## config.mk

```make
export PLATFORM = sky130hd
export DESIGN_NAME = l1_tag_ctrl
export DESIGN_NICKNAME = d
export VERILOG_FILES = /design/src/rtl/l1_tag_ctrl.sv
export SDC_FILE = /design/constraint.sdc
export NUM_CORES = 1
export LEC_CHECK = 0
export CAP_MARGIN = 15
export CORE_MARGIN = 1.5
export CORE_UTILIZATION = 35
export DETAILED_ROUTE_END_ITERATION = 8
export GPL_ROUTABILITY_DRIVEN = 0
export GPL_TIMING_DRIVEN = 0
export PLACE_DENSITY = 0.55
export RECOVER_POWER = 50
export SLEW_MARGIN = 20
export SYNTH_ARGS = -nofsm -noshare
export SYNTH_HDL_FRONTEND = slang
export SYNTH_SLANG_ARGS = --single-unit
```

## constraint.sdc

```tcl
create_clock -name clk -period 8.65 [get_ports clk]
set_input_delay 1.73 -clock clk [delete_from_list [all_inputs] [get_ports clk]]
set_output_delay 1.73 -clock clk [all_outputs]
set_load 0.005 [all_outputs]
```

## src/rtl/l1_tag_ctrl.sv

```systemverilog
// L1 tag controller: valid bits, hit/victim selection, refill install and flush.
// Define L1_TAG_FLUSH_EN to build the invalidate-all FLUSH state and set counter.
module l1_tag_ctrl #(
    parameter int NUM_SETS = 64,
    parameter int NUM_WAYS = 4,
    parameter int TAG_BITS = 22,
    localparam int INDEX_BITS = $clog2(NUM_SETS),
    localparam int WAY_BITS = (NUM_WAYS > 1) ? $clog2(NUM_WAYS) : 1
) (
    input  logic                         clk,
    input  logic                         rst_n,
    input  logic                         req_valid,
    output logic                         req_ready,
    input  logic [INDEX_BITS-1:0]        req_index,
    input  logic [TAG_BITS-1:0]          req_tag,
    output logic                         rsp_valid,
    output logic                         rsp_hit,
    output logic [WAY_BITS-1:0]          rsp_way,
    input  logic                         fill_valid,
    input  logic                         flush_req,
    output logic                         flush_done,
    output logic [INDEX_BITS-1:0]        tag_index,
    output logic [TAG_BITS-1:0]          tag_wdata,
    output logic [NUM_WAYS-1:0]          tag_we,
    input  logic [NUM_WAYS*TAG_BITS-1:0] tag_rdata
);

    localparam logic [1:0] IDLE      = 2'd0;
    localparam logic [1:0] LOOKUP    = 2'd1;
    localparam logic [1:0] WAIT_FILL = 2'd2;
`ifdef L1_TAG_FLUSH_EN
    localparam logic [1:0] FLUSH     = 2'd3;
`endif

    logic [1:0]            state_q, state_d;
    logic [INDEX_BITS-1:0] idx_q, idx_d;
    logic [TAG_BITS-1:0]   tag_q, tag_d;
    logic [WAY_BITS-1:0]   victim_q, victim_d;
    logic                  vic_rr_q, vic_rr_d;
    logic [WAY_BITS-1:0]   rr_q, rr_d;
    logic [NUM_WAYS-1:0]   valid_q [NUM_SETS];
    logic [NUM_WAYS-1:0]   valid_d [NUM_SETS];
`ifdef L1_TAG_FLUSH_EN
    logic [INDEX_BITS-1:0] cnt_q, cnt_d;
`else
    logic                  unused_flush;
    assign unused_flush = flush_req;
`endif

    logic [NUM_WAYS-1:0] set_valid;
    logic                hit;
    logic [WAY_BITS-1:0] hit_way;
    logic                free;
    logic [WAY_BITS-1:0] free_way;

    assign set_valid = valid_q[idx_q];

    // Descending scan so the lowest matching / lowest free way wins.
    always_comb begin
        hit      = 1'b0;
        hit_way  = '0;
        free     = 1'b0;
        free_way = '0;
        for (int w = NUM_WAYS - 1; w >= 0; w--) begin
            if (set_valid[w] &&
                tag_rdata[w*TAG_BITS +: TAG_BITS] == tag_q) begin
                hit     = 1'b1;
                hit_way = WAY_BITS'(w);
            end
            if (!set_valid[w]) begin
                free     = 1'b1;
                free_way = WAY_BITS'(w);
            end
        end
    end

    always_comb begin
        state_d    = state_q;
        idx_d      = idx_q;
        tag_d      = tag_q;
        victim_d   = victim_q;
        vic_rr_d   = vic_rr_q;
        rr_d       = rr_q;
        valid_d    = valid_q;
`ifdef L1_TAG_FLUSH_EN
        cnt_d      = cnt_q;
`endif
        req_ready  = 1'b0;
        rsp_valid  = 1'b0;
        rsp_hit    = 1'b0;
        rsp_way    = '0;
        flush_done = 1'b0;
        tag_index  = idx_q;
        tag_wdata  = tag_q;
        tag_we     = '0;

        unique case (state_q)
            IDLE: begin
                tag_index = req_index;
`ifdef L1_TAG_FLUSH_EN
                req_ready = !flush_req;
                if (flush_req) begin
                    cnt_d   = '0;
                    state_d = FLUSH;
                end else if (req_valid) begin
                    idx_d   = req_index;
                    tag_d   = req_tag;
                    state_d = LOOKUP;
                end
`else
                req_ready = 1'b1;
                if (req_valid) begin
                    idx_d   = req_index;
                    tag_d   = req_tag;
                    state_d = LOOKUP;
                end
`endif
            end
            LOOKUP: begin
                rsp_valid = 1'b1;
                if (hit) begin
                    rsp_hit = 1'b1;
                    rsp_way = hit_way;
                    state_d = IDLE;
                end else begin
                    victim_d = free ? free_way : rr_q;
                    vic_rr_d = !free;
                    rsp_way  = victim_d;
                    state_d  = WAIT_FILL;
                end
            end
            WAIT_FILL: begin
                if (fill_valid) begin
                    tag_we[victim_q]          = 1'b1;
                    valid_d[idx_q][victim_q]  = 1'b1;
                    if (vic_rr_q) begin
                        if (rr_q == WAY_BITS'(NUM_WAYS - 1))
                            rr_d = '0;
                        else
                            rr_d = rr_q + 1'b1;
                    end
                    state_d = IDLE;
                end
            end
`ifdef L1_TAG_FLUSH_EN
            FLUSH: begin
                tag_index      = cnt_q;
                valid_d[cnt_q] = '0;
                if (cnt_q == INDEX_BITS'(NUM_SETS - 1)) begin
                    flush_done = 1'b1;
                    state_d    = IDLE;
                end else begin
                    cnt_d = cnt_q + 1'b1;
                end
            end
`endif
            default: state_d = IDLE;
        endcase
    end

    always_ff @(posedge clk or negedge rst_n) begin
        if (!rst_n) begin
            state_q  <= IDLE;
            idx_q    <= '0;
            tag_q    <= '0;
            victim_q <= '0;
            vic_rr_q <= 1'b0;
            rr_q     <= '0;
            valid_q  <= '{default: '0};
`ifdef L1_TAG_FLUSH_EN
            cnt_q    <= '0;
`endif
        end else begin
            state_q  <= state_d;
            idx_q    <= idx_d;
            tag_q    <= tag_d;
            victim_q <= victim_d;
            vic_rr_q <= vic_rr_d;
            rr_q     <= rr_d;
            valid_q  <= valid_d;
`ifdef L1_TAG_FLUSH_EN
            cnt_q    <= cnt_d;
`endif
        end
    end

endmodule

```

Word level (Yosys, flattened, before mapping)
Index checks and enable logic that the tools add are counted.

storage, ports and cells
  flip-flop bits (word level) = 291
  latch bits = 0
  memory bits (writable) = 0
  memory bits (read-only) = 0
  input bits = 121
  output and inout bits = 38
  logic and storage cells = 138
  memories kept = 0

cells by class
  add/sub/neg operators = 1
  multipliers = 0
  div/mod/pow operators = 0
  order comparisons = 4
  eq/ne operators = 9
  shifts and indexed selects = 0
  multiplexer cells = 38
  bitwise operators = 3
  reductions and logical operators = 13

operators by type and width
  cell                                                        count
  OR 256 bit                                                  1
  == test 22 bit                                              4
  two-way mux 2 bit                                           15
  binary-select mux 4 bit (select 6 bit)                      1
  demux 4 bit (select 6 bit)                                  1
  two-way mux 4 bit                                           5
  two-way mux 1 bit                                           13
  AND reduction 2 bit                                         4
  >= comparator 7 bit, second input constant                  1
  less-than comparator 7 x 1 -> 1 bit, second input constant  1
  NOT 6 -> 7 bit                                              1
  logical AND 1 bit                                           6
  two-way mux 6 bit                                           1
  one-hot mux 2 bit (3 select lines)                          1
  == test 2 bit, second input constant                        2
  inequality test 2 bit, second input constant                2
  less-than comparator 2 x 3 -> 1 bit, second input constant  1
  AND reduction 3 bit                                         1
  adder 2 x 1 -> 2 bit, second input constant                 1
  demux 1 bit (select 2 bit)                                  1
  == test 2 x 1 -> 1 bit, second input constant               1
  >= comparator 2 x 1 -> 1 bit, second input constant         1
  logical NOT 2 bit                                           1
  logical NOT 1 bit                                           1
  NOT 1 bit                                                   1

Logic depth before layout (Yosys ltp)
Gate-level depths: netlist (run 1).

  word-level depth = 11
  mapped depth = 13
  mapped depth without buffers = 8

Worst setup path before layout (run 1)
No wires, ideal clock.

  path type = input-to-output
  start = input port tag_rdata[86]
  end = output port rsp_way[0]
  data arrival time = 3112 ps
  required time = 6920 ps
  path slack = 3808 ps
  cell stages on the path = 9
  path buffers = 1
  path through = xnor2_1 nand4_1 nor4_1 nand4_1 a41oi_1 a21oi_1 and3b_1 buf_4 a22o_1

on the way
  longest elaborated chain between the ends = 8
  elaborated cells on any way between the ends = 12
  classes of those cells = eq/ne: 1; mux: 10; reduce/logical: 1

RTL lines
  item                                                                  RTL line  source
  from (decl)                                                           25        input logic [NUM_WAYS*TAG_BITS-1:0] tag_rdata
  == test 22 bit (*)                                                    66        tag_rdata[w*TAG_BITS +: TAG_BITS] == tag_q) begin
  logical AND 1 bit (*)                                                 65        if (set_valid[w] &&
  two-way mux 2 bit or two-way mux 1 bit (tied branches) (4 in series)  65
  two-way mux 2 bit (*)                                                 121       if (hit) begin
  two-way mux 2 bit (*)                                                 97        unique case (state_q)
  to (decl)                                                             18        output logic [WAY_BITS-1:0] rsp_way,

Mark *: on every way between the ends. The rest lies on a longest branch, timed or not.

Worst setup path in the final report (run 1)
  start = input port tag_rdata[78]
  end = output port rsp_way[1]

Same word-level chain as after synthesis.

==> summary.txt, run 1 <==
Floorplan
  – Chip width: 200.2 um
  – # IOs: 159
  – Standard-cell row count: 72
  – Starting density of the core: 0.3531
  – Core area: 38560 sq um
  – DIE HEIGHT: 200.2 um
  – Die area: 40090 sq um

Synth
  – Post-synthesis cell count: 1179
  – Top cells by area, synth: dfrtp_1 (53%), o21bai_1 (9.5%), a21o_1 (4.7%), xnor2_1 (3.9%), a22oi_1 (2.7%)
  – FF+latch count, synth: 291
  – Sequential area share after synthesis: 0.5349
  – Most instantiated cells after synthesis: dfrtp_1 (291), o21bai_1 (173), a21o_1 (86)
  – Area leader, netlist: dfrtp_1
  – Synth top area share: 0.5349
  – Syn Std Cell Area: 13610 sq um
  – Yosys warnings: 0
  – Distinct cells, synth: 62
  – Count leader, synth: dfrtp_1
  – Syn Nets: 1301
  – Top_reg_cell synth: dfrtp_1
  – Post-synth EDFFs: 0
  – Post-synthesis async set-or-reset flop share: 1.000
  – Syn avg cell area: 11.55 sq um

Run
  – Max-Cap Viols: 1

Power and ir drop
  – Final total power: 0.005214 W
  – Maximum vdd drop: 0.1546 mV
  – Power Dens Cells: 307.7 nW/um^2
  – Leak: 7.771 nW

Clock network
  – H-tree depth: 2
  – Post_cts resized: 0
  – Clock Path Buffers: 3
  – Clock-pin slew of the registers on the worst-case setup and hold paths: 50 ps
  – Num CTS Buffers: 34
  – Worst skew pair latency: 530 ps
  – Postcts setup bufs: 0
  – CTS root buf: clkbuf_16
  – CTS tree: built
  – CTS Sinks: 291
  – CTS Hold Buffers Added: 0

Global route
  – First-pass GRT wire length: 74890 um
  – Largest net degree at the start of global routing: 94
  – GR Util All Layers: 0.2502
  – Initial antenna violation count: 0
  – Total global routing overflow: 0
  – Number of global-route vias before repair: 11096

Routing
  – DRC: 0
  – Remaining antenna violation count: 0
  – Vias: 10726
  – WL per Instance: 26.26 um
  – Vias per inst: 5.616
  – Iteration-0 DRC Markers: 995
  – Final WL: 50150 um
  – DRT Pass-1 Iters: 5

Worst setup path
  – Slowest stage delay, CP: 650 ps
  – WS Path Type: input port to output pin
  – Arrival @ worst endpoint: 4620 ps
  – R2R cell count: 11
  – CP cell instances: clkdlybuf4s50_1, xnor2_1, nand4_1, nor4_1, nand4_1, a41oi_1, a21oi_1, a2111oi_0, clkdlybuf4s50_1
  – Critical Path Stages: 9
  – Worst endpoint required time: 6920 ps
  – Worst Setup EP: rsp_way[1]
  – Slowest-stage cell, CP: clkdlybuf4s50_1
  – Critical Path End Type: output pin
  – R2R Path Start: idx_q[0]$_DFFE_PN0P_
  – Critical path buffers and inverters: 2
  – Dominant delay contributor by cell family on the critical path: buffers and inverters
  – Crit-path max FO: 3
  – Flop-to-flop setup slack: 4790 ps
  – Reg-to-reg endpoint: victim_q[0]$_DFFE_PN0P_
  – Worst setup SP type: input port
  – Critical Path Source: tag_rdata[78]

Timing
  – Crit path time final: 6353 ps
  – Hold_ws: 451.7 ps
  – Period utilisation layout: 0.7344
  – Fin. Hold Viols: 0
  – Max Transition Viols Final: 35
  – Clk_skew: 27.08 ps
  – Fmax: 157.4 MHz
  – Final setup viols: 0
  – Slew margin rel.: -0.5994
  – Fin Setup TNS: 0 ps
  – Worst-Margin Slew: 2399 ps
  – RSZ-0062 raised after global routing: false

Placed design
  – Placed cell count: 1856
  – DPL Wire Length: 36500 um
  – I/O Buffers: 156

Status
  – Status: complete, but fails checks
  – Failing checks: capacitance limit, slew limit

Cells and area
  – Ant. Diodes: 0
  – Layout area overhead: 24.46%
  – Layout cells sized above 1: 0.09698
  – Final #Nets: 1496
  – Final Non-Filler Cells: 1910

Hold path
  – Hold path depth: 1
  – Hold Path Class: flip-flop to flip-flop
==> metal layers <==
metal  vias up  global-route usage  part of all wire
met5         -                   0                 0
met4         0             0.09605             0.040
met3       109             0.03254             0.060
met2       413              0.4129              0.48
met1      5505              0.3352              0.42
li1       4699                   -                 -
==> worst register-to-register path: cells and delay by family, from the launching register on <==
| kind | cells | cell delay [ps] |
|---|---|---|
| buf+inv | 5 | 1400 |
| mux | 1 | 330 |
| flops | 1 | 390 |
| compound gates | 4 | 1430 |
| simple gates | 1 | 190 |
==> flip-flops by register name (all words and copies together), names as in the netlist <==
name / flops
vic_rr_q: 1
tag_wdata: 22
idx_q: 6
state_q: 2
rr_q: 2
victim_q: 2
valid_q: 256
==> layout make-up <==
type | instances | area (sq um)
fill | 3730 | 21610
sequential | 291 | 7282
multi-input combinational | 773 | 5797
timing repair buffer | 159 | 1638
clock buffer | 46 | 945.9
tap | 518 | 648.1
buffer | 105 | 503.0
clock inverter | 8 | 93.84
inverter | 10 | 37.54
==> metrics by stage <==
| stage | instance area (sq um) | utilization | worst slack, ps |
|---|---|---|---|
| 6_report | 16950 | 0.4395 | 2297 |
| 5_1_grt | 16950 | 0.4395 | 2044 |
| 4_1_cts | 16960 | 0.4398 | 2278 |
| 3_5_place_dp | 15920 | 0.4128 | 2318 |
| 3_3_place_gp | 15820 | 0.4104 | -7049 |
| 2_1_floorplan | 13610 | - | 3808 |
==> cell usage in the layout (no fill, tap or decap), drive strengths merged, types with 3 or more instances in the layout <==
master | netlist | routed
a21o | 86 | 86
a21oi | 6 | 6
a221oi | 37 | 37
a22o | 5 | 5
a22oi | 49 | 49
a31oi | 6 | 6
and2 | 9 | 9
and3 | 7 | 7
and3b | 4 | 4
buf | 39 | 42
clkbuf | 66 | 113
clkdlybuf4s50 | 0 | 153
clkinv | 0 | 5
dfrtp | 291 | 291
inv | 10 | 11
mux2 | 37 | 37
mux2i | 19 | 19
mux4 | 9 | 9
nand2 | 71 | 71
nand2b | 6 | 6
nand3 | 16 | 16
nand4 | 19 | 19
nor2 | 30 | 30
nor2b | 6 | 6
nor3 | 10 | 10
nor3b | 7 | 7
nor4 | 10 | 10
o211ai | 3 | 3
o21ai | 14 | 14
o21bai | 173 | 173
o221ai | 9 | 9
o22a | 7 | 7
o22ai | 8 | 8
or3 | 3 | 3
xnor2 | 60 | 60
xor2 | 28 | 28
==> power by group <==
group	switching, W	internal [W]	leakage, nW
Clock	0.000578	0.000797	0.510
Combinational	0.00135	0.000796	3.28
Sequential	0.000129	0.00157	3.98
==> worst min-delay path by stage <==
stage                             startpoint                  endpoint  slack (ps)
finish               valid_q[37]$_DFFE_PN0P_   valid_q[37]$_DFFE_PN0P_         450
global route        valid_q[201]$_DFFE_PN0P_  valid_q[201]$_DFFE_PN0P_         460
CTS                   valid_q[6]$_DFFE_PN0P_    valid_q[6]$_DFFE_PN0P_         460
detailed placement    valid_q[6]$_DFFE_PN0P_    valid_q[6]$_DFFE_PN0P_         440
global placement    valid_q[139]$_DFFE_PN0P_  valid_q[139]$_DFFE_PN0P_         440
floorplan           valid_q[196]$_DFFE_PN0P_  valid_q[196]$_DFFE_PN0P_         420
==> kinds of logic after synthesis <==
logic type / after synthesis / share of synthesized area
other: 1 / 0.0002754
adder cells (fa/ha/maj): 1 / 0.0009189
AND/OR/NAND/NOR: 203 / 0.07683
AO/OA/AOI/OAI: 415 / 0.2313
buffers and inverters: 115 / 0.03970
XOR/XNOR: 88 / 0.05661
multiplexers: 65 / 0.05946
flip-flops: 291 / 0.5349
Note: power is estimated with default switching activity, not from simulation.
==> run 2: changes to the inputs <==
--- a/config.mk
+++ b/config.mk
@@ -11,7 +11,7 @@
 export DETAILED_ROUTE_END_ITERATION = 8
 export GPL_ROUTABILITY_DRIVEN = 0
 export GPL_TIMING_DRIVEN = 0
-export PLACE_DENSITY = 0.55
+export PLACE_DENSITY = 0.57
 export RECOVER_POWER = 50
 export SLEW_MARGIN = 20
 export SYNTH_ARGS = -nofsm -noshare
==> constraint.sdc (replaced) <==
create_clock -name clk -period 5.1 [get_ports clk]
set_input_delay 1.02 -clock clk [delete_from_list [all_inputs] [get_ports clk]]
set_output_delay 1.02 -clock clk [all_outputs]
set_load 0.005 [all_outputs]
==> summary.txt, run 2 (synthesized netlist as in run 1, its figures left out) <==
Floorplan
  – Chip width: 200.2 um (unchanged)
  – Die area: 40090 sq um (unchanged)
  – DIE HEIGHT: 200.2 um (unchanged)
  – # IOs: 159 (unchanged)
  – Standard-cell row count: 72 (unchanged)
  – Core area: 38560 sq um (unchanged)
  – Starting density of the core: 0.3531 (unchanged)

Worst setup path
  – Arrival @ worst endpoint: 3990 ps (was 4620 ps)
  – Worst setup SP type: flip-flop (was input port)
  – R2R cell count: 12 (was 11)
  – Slowest stage delay, CP: 540 ps (was 650 ps)
  – Crit-path max FO: 10 (was 3)
  – Critical Path End Type: output pin (unchanged)
  – Critical path buffers and inverters: 5 (was 2)
  – Critical Path Stages: 13 (was 9)
  – Dominant delay contributor by cell family on the critical path: buffers and inverters (unchanged)
  – WS Path Type: flip-flop to output pin (was input port to output pin)
  – Slowest-stage cell, CP: clkdlybuf4s50_1 (unchanged)
  – Worst endpoint required time: 4080 ps (was 6920 ps)
  – CP cell instances: buf_6, buf_8, nor2_1, buf_2, a22oi_1, o221ai_1, a221oi_2, nand4_1, and3_1, and3b_1, buf_4, a22o_1, clkdlybuf4s50_1 (was clkdlybuf4s50_1, xnor2_1, nand4_1, nor4_1, nand4_1, a41oi_1, a21oi_1, a2111oi_0, clkdlybuf4s50_1)

Clock network
  – Clock Path Buffers: 3 (unchanged)
  – CTS root buf: clkbuf_16 (unchanged)
  – Worst skew pair latency: 540 ps (was 530 ps)
  – Num CTS Buffers: 35 (was 34)
  – CTS Hold Buffers Added: 0 (unchanged)
  – CTS Sinks: 291 (unchanged)
  – H-tree depth: 2 (unchanged)
  – CTS tree: built (unchanged)
  – Clock-pin slew of the registers on the worst-case setup and hold paths: 60 ps (was 50 ps)

Global route
  – Largest net degree at the start of global routing: 96 (was 94)
  – GR Util All Layers: 0.2516 (was 0.2502)
  – First-pass GRT wire length: 75460 um (was 74890 um)
  – Initial antenna violation count: 0 (unchanged)
  – Number of global-route vias before repair: 11335 (was 11096)
  – Total global routing overflow: 0 (unchanged)

Cells and area
  – Ant. Diodes: 0 (unchanged)
  – Commonest non-fill, non-tap cells in the layout: dfrtp_1 (291), o21bai_1 (173), clkdlybuf4s50_1 (152) (was dfrtp_1 (291), o21bai_1 (173), clkdlybuf4s50_1 (153))
  – Final Non-Filler Cells: 1924 (was 1910)
  – Layout cells sized above 1: 0.1358 (was 0.09698)
  – Commonest non-fill, non-tap cell in the layout: dfrtp_1 (unchanged)
  – Max FFs per register: 256 (unchanged)
  – Layout area overhead: 27.28% (was 24.46%)
  – Reg with most FFs: valid_q (unchanged)
  – Final #Nets: 1502 (was 1496)

Timing
  – Clk_skew: 38.68 ps (was 27.08 ps)
  – Hold_ws: 453.1 ps (was 451.7 ps)
  – Slew margin rel.: -0.2021 (was -0.5994)
  – Fin. Hold Viols: 0 (unchanged)
  – Period utilisation layout: 0.9822
  – Worst-Margin Slew: 1803 ps (was 2399 ps)
  – Fmax: 199.6 MHz
  – Max Transition Viols Final: 105 (was 35)
  – Final setup viols: 0 (unchanged)
  – Crit path time final: 5009 ps

Routing
  – Final WL: 50370 um (was 50150 um)
  – Remaining antenna violation count: 0 (unchanged)
  – Vias per inst: 5.669 (was 5.616)
  – Vias: 10908 (was 10726)
  – Iteration-0 DRC Markers: 1027 (was 995)
  – DRC: 0 (unchanged)
  – DRT Pass-1 Iters: 6 (was 5)
  – WL per Instance: 26.18 um (was 26.26 um)

Status
  – Status: complete, but fails checks (unchanged)
  – Failing checks: capacitance limit, slew limit (unchanged)

Power and ir drop
  – Leak: 7.943 nW (was 7.771 nW)
  – Switching power: 0.003617 W (was 0.002055 W)
  – Maximum vdd drop: 0.2749 mV (was 0.1546 mV)
  – Int Power: 0.005567 W (was 0.003159 W)
  – Sequential power share: 0.313 (was 0.325)
  – Comb power frac: 0.420 (was 0.411)
  – Sw frac: 0.3939 (was 0.3941)
  – Power Dens Cells: 530.0 nW/um^2 (was 307.7 nW/um^2)
  – Clock share of power: 0.267 (was 0.264)

Placed design
  – I/O Buffers: 156 (unchanged)
  – DPL Wire Length: 36400 um (was 36500 um)
  – Placed cell count: 1856 (unchanged)

Hold path
  – Hold path depth: 1 (unchanged)
  – Hold Path Class: flip-flop to flip-flop (unchanged)

Run
  – Max-Cap Viols: 2 (was 1)
[run 2: cell types whose count changed in the layout (fill, tap and decap cells not counted), moves of 3 or more]
cell and delta:
clkbuf_2 +4, clkbuf_1 -9, a22oi_1 -6, buf_4 +12, a221oi_2 +10, a22oi_2 +6
a221oi_1 -12, buf_6 +3, clkbuf_4 +3, clkinv_2 +7, buf_2 -9
[run 2: layout make-up]
class | instances | area [sq um]
clock inverter | 15 | 117.6
multi-input combinational | 773 | 6010
sequential | 291 | 7282
buffer | 102 | 560.5
fill | 3656 | 21230
tap | 518 | 648.1
timing repair buffer | 167 | 1667
inverter | 10 | 37.54
clock buffer | 48 | 1006
[run 2: path summary, 6_finish.rpt]
kind / start / end / slack, ps
setup reg to reg: idx_q[2]$_DFFE_PN0P_ / victim_q[0]$_DFFE_PN0P_ / 1850
max in group asynchronous: rst_n / valid_q[251]$_DFFE_PN0P_ / 900
min in group asynchronous: rst_n / valid_q[33]$_DFFE_PN0P_ / 960
hold reg to reg: valid_q[138]$_DFFE_PN0P_ / valid_q[138]$_DFFE_PN0P_ / 450
hold / removal: valid_q[138]$_DFFE_PN0P_ / valid_q[138]$_DFFE_PN0P_ / 450
setup / recovery: idx_q[2]$_DFFE_PN0P_ / rsp_way[0] / 90
[run 2: worst register-to-register path, cell delays in order (launching register included)]
cell and delay [ps]:
dfrtp_1 410, buf_6 180, buf_8 200, nor2_1 80, buf_2 260, a22oi_1 300
o221ai_1 210, a221oi_2 300, nand4_1 250, and3_1 260, and3b_1 210, buf_4 130
mux2_1 310
[run 2: layer usage]
| layer | GRT usage | wire length (um) | up-vias |
|---|---|---|---|
| li1 | - | - | 4725 |
| met1 | 0.3271 | 20360 | 5535 |
| met2 | 0.4080 | 23680 | 505 |
| met3 | 0.04735 | 3866 | 143 |
| met4 | 0.1136 | 2457 | 0 |
| met5 | 0 | 0 | - |
[run 2: power by group through the flow]
stage | sequential [W] | clock [W] | combinational, W
4_1_cts | 0.00287 | 0.00247 | 0.00368
5_1_grt | 0.00292 | 0.00257 | 0.00402
3_5_place_dp | 0.00290 | 0 | 0.00357
6_report | 0.00288 | 0.00245 | 0.00386
2_1_floorplan | 0.00285 | 0 | 0.00204
3_3_place_gp | 0.00290 | 0 | 0.00355
[run 2: per-stage QoR]
stage / worst slack [ps] / instance area [sq um] / utilization / power, W / TNS [ps]
5_1_grt: -18.51 / 17330 / 0.4494 / 0.009504 / -18.51
4_1_cts: 19.72 / 17190 / 0.4457 / 0.009019 / 0
2_1_floorplan: 1670 / 13610 / - / 0.004881 / 0
3_3_place_gp: -9718 / 15820 / 0.4104 / 0.006452 / -2817150
6_report: 90.73 / 17330 / 0.4494 / 0.009184 / 0
3_5_place_dp: -52.01 / 15910 / 0.4127 / 0.006466 / -90.06
[run 2: timing repair]
| action | in CTS | in global routing |
|---|---|---|
| pin swaps | 4 | 5 |
| gates cloned | 0 | 0 |
| setup buffers | 4 | 4 |
| setup endpoints to repair | 3 | 1 |
| gates resized for setup | 35 | 37 |
==> edit (flow settings as in run 2) <==
The option `L1_TAG_FLUSH_EN` is turned on by a define.
--- a/src/rtl/l1_tag_ctrl.sv
+++ b/src/rtl/l1_tag_ctrl.sv
@@ -1,5 +1,7 @@
 // L1 tag controller: valid bits, hit/victim selection, refill install and flush.
 // Define L1_TAG_FLUSH_EN to build the invalidate-all FLUSH state and set counter.
+`define L1_TAG_FLUSH_EN
+
 module l1_tag_ctrl #(
     parameter int NUM_SETS = 64,
     parameter int NUM_WAYS = 4,
Behaviour: not the same (a bounded check fails within 4 cycles, from zero or initial values and one cycle with rst_n low).
==> edit against run 2 <==
- the flow still finishes with violations (capacitance limit, slew limit)
- clock skew is 7.0 ps lower
- wire length is 38% higher
- design area is 11% higher
- sequential power is 11% higher
- synthesized area is 13% higher
- via count is 34% higher
- non-clock buffer count is 15 higher
- clock power is 6% higher
- sequential cell count is 6 higher
- critical path type unchanged
- worst hold slack better by 28 ps
- global-route usage is 6.0 points higher
- highest routed layer unchanged
- power is 17% higher
- setup slack worse by 89 ps
- count of clock-buffer cells in the layout is 6 higher
==> edit: results (changes against run 2) <==
fillers=4213 (+15%); final critical-path required period=5098 ps (+88.54 ps); syn_area_per_cell=10.30 um2 (-11%); Total GRT Usage=0.3111 (+0.05953); multi-input gates=1064 (+38%); Antenna Cells=1 (+1); pre-CTS setup slack=-277.4 ps (-225.4 ps); syn nets=1620 (+25%); CTS Hold Buffers Added=0 (unchanged); post-CTS sizing=39 (+11%); register area share after synthesis=0.4835 (-0.05136); Non-clock buffers=284 (+5.6%); crit path DAT=4080 ps (+90 ps); Yosys reg bits=297 (+2.1%); maxcap violations=1 (-1); violated checks=capacitance limit, slew limit; final setup skew=31.65 ps (-7.028 ps); # clk buffers=54 (+13%); Synth-to-Final Area Change=25.24%; met1 Track Usage GR=0.4008 (+0.07370); share of layout cells above drive strength 1=0.1258 (-0.01005); Post-DP Area=0.01785 mm2 (+12%); Inverters=11 (+1); vias in the first global route=14550 (+28%); PortBufs=158 (+1.3%); main area contributors after synthesis=dfrtp_1 (48%), a22o_1 (9.6%), nand2_1 (4.2%); Routed met2 length=29.02 mm (+23%); r2r setup slk=990 ps (-860 ps); placed cell count=2242 (+21%); largest net degree at the start of global routing=89 (-7.3%); met2 Use GR=0.4506 (+0.04266); Clock Latency Late Sink=550 ps; Layout Cells excl Fill=2303 (+20%); Rel. slew slack=-1.650 (-1.448); leakage power=7.991 nW (+0.60%); cts bufs inserted=36 (+2.9%); status=finished, violations left; DR WL/cell=30.15 um (+15%); clock-net power=2.60 mW (+6%); non-clock buffer share of cell area=0.1227 (-0.005820); Initial DRC Count=2005 (+95%); Clock-cell share=0.05973 (-0.005112); maximum vdd drop=0.0002839 V (+3.3%); HPWL after detailed placement=50.68 mm (+39%); Slew Limit Fails=66 (-37%); met3 wire len=9.531 mm (+150%); top cells by count, synth=dfrtp_1 (297), nand2_1 (170), a22o_1 (168); GRT met3 Usage=0.1245 (+0.07717); met1 WL=26.75 mm (+31%); multi-input combinational area share=0.3911 (+0.04432); Hold WS=480.6 ps (+27.55 ps); Switching Fraction=0.4320 (+0.03813); Nets=1821 (+21%); first-pass GRT wire length=100.8 mm (+34%); logic gate share of total power=0.461 (+0.041); sequential fraction of total cell area=0.3861 (-0.03412)
[edit: kinds of logic (layout without fill, tap and decap cells)]
kind of cell    Yosys count  after routing  share of synthesized area
xor+xnor                 88             88                    0.05014
buf+inv                 132            356                    0.03997
flops                   297            297                     0.4835
fa+ha+maj                 6              6                   0.004884
other cells               0              1                          0
compound gates          440            440                     0.2086
simple gates            441            441                     0.1389
mux                      89             89                    0.07391
[edit: worst register-to-register path: stages, from the launching register on]
cell	delay [ps]
dfrtp_1	390
ha_1	160
clkbuf_1	430
inv_1	110
o21ai_1	870
nand3_1	360
nor2_1	590
clkbuf_1	810
a21oi_1	140
a21oi_1	160
[edit: final timing paths]
path | from | to | cells past startpoint
hold reg to reg | valid_q[114] | valid_q[114] | 2
setup reg to reg | state_q[0] | valid_q[20] | 9
max in group asynchronous | rst_n | valid_q[44] | 1
min in group asynchronous | rst_n | valid_q[116] | 1
hold / removal | valid_q[114] | valid_q[114] | 2
setup / recovery | idx_q[1] | rsp_way[1] | 13
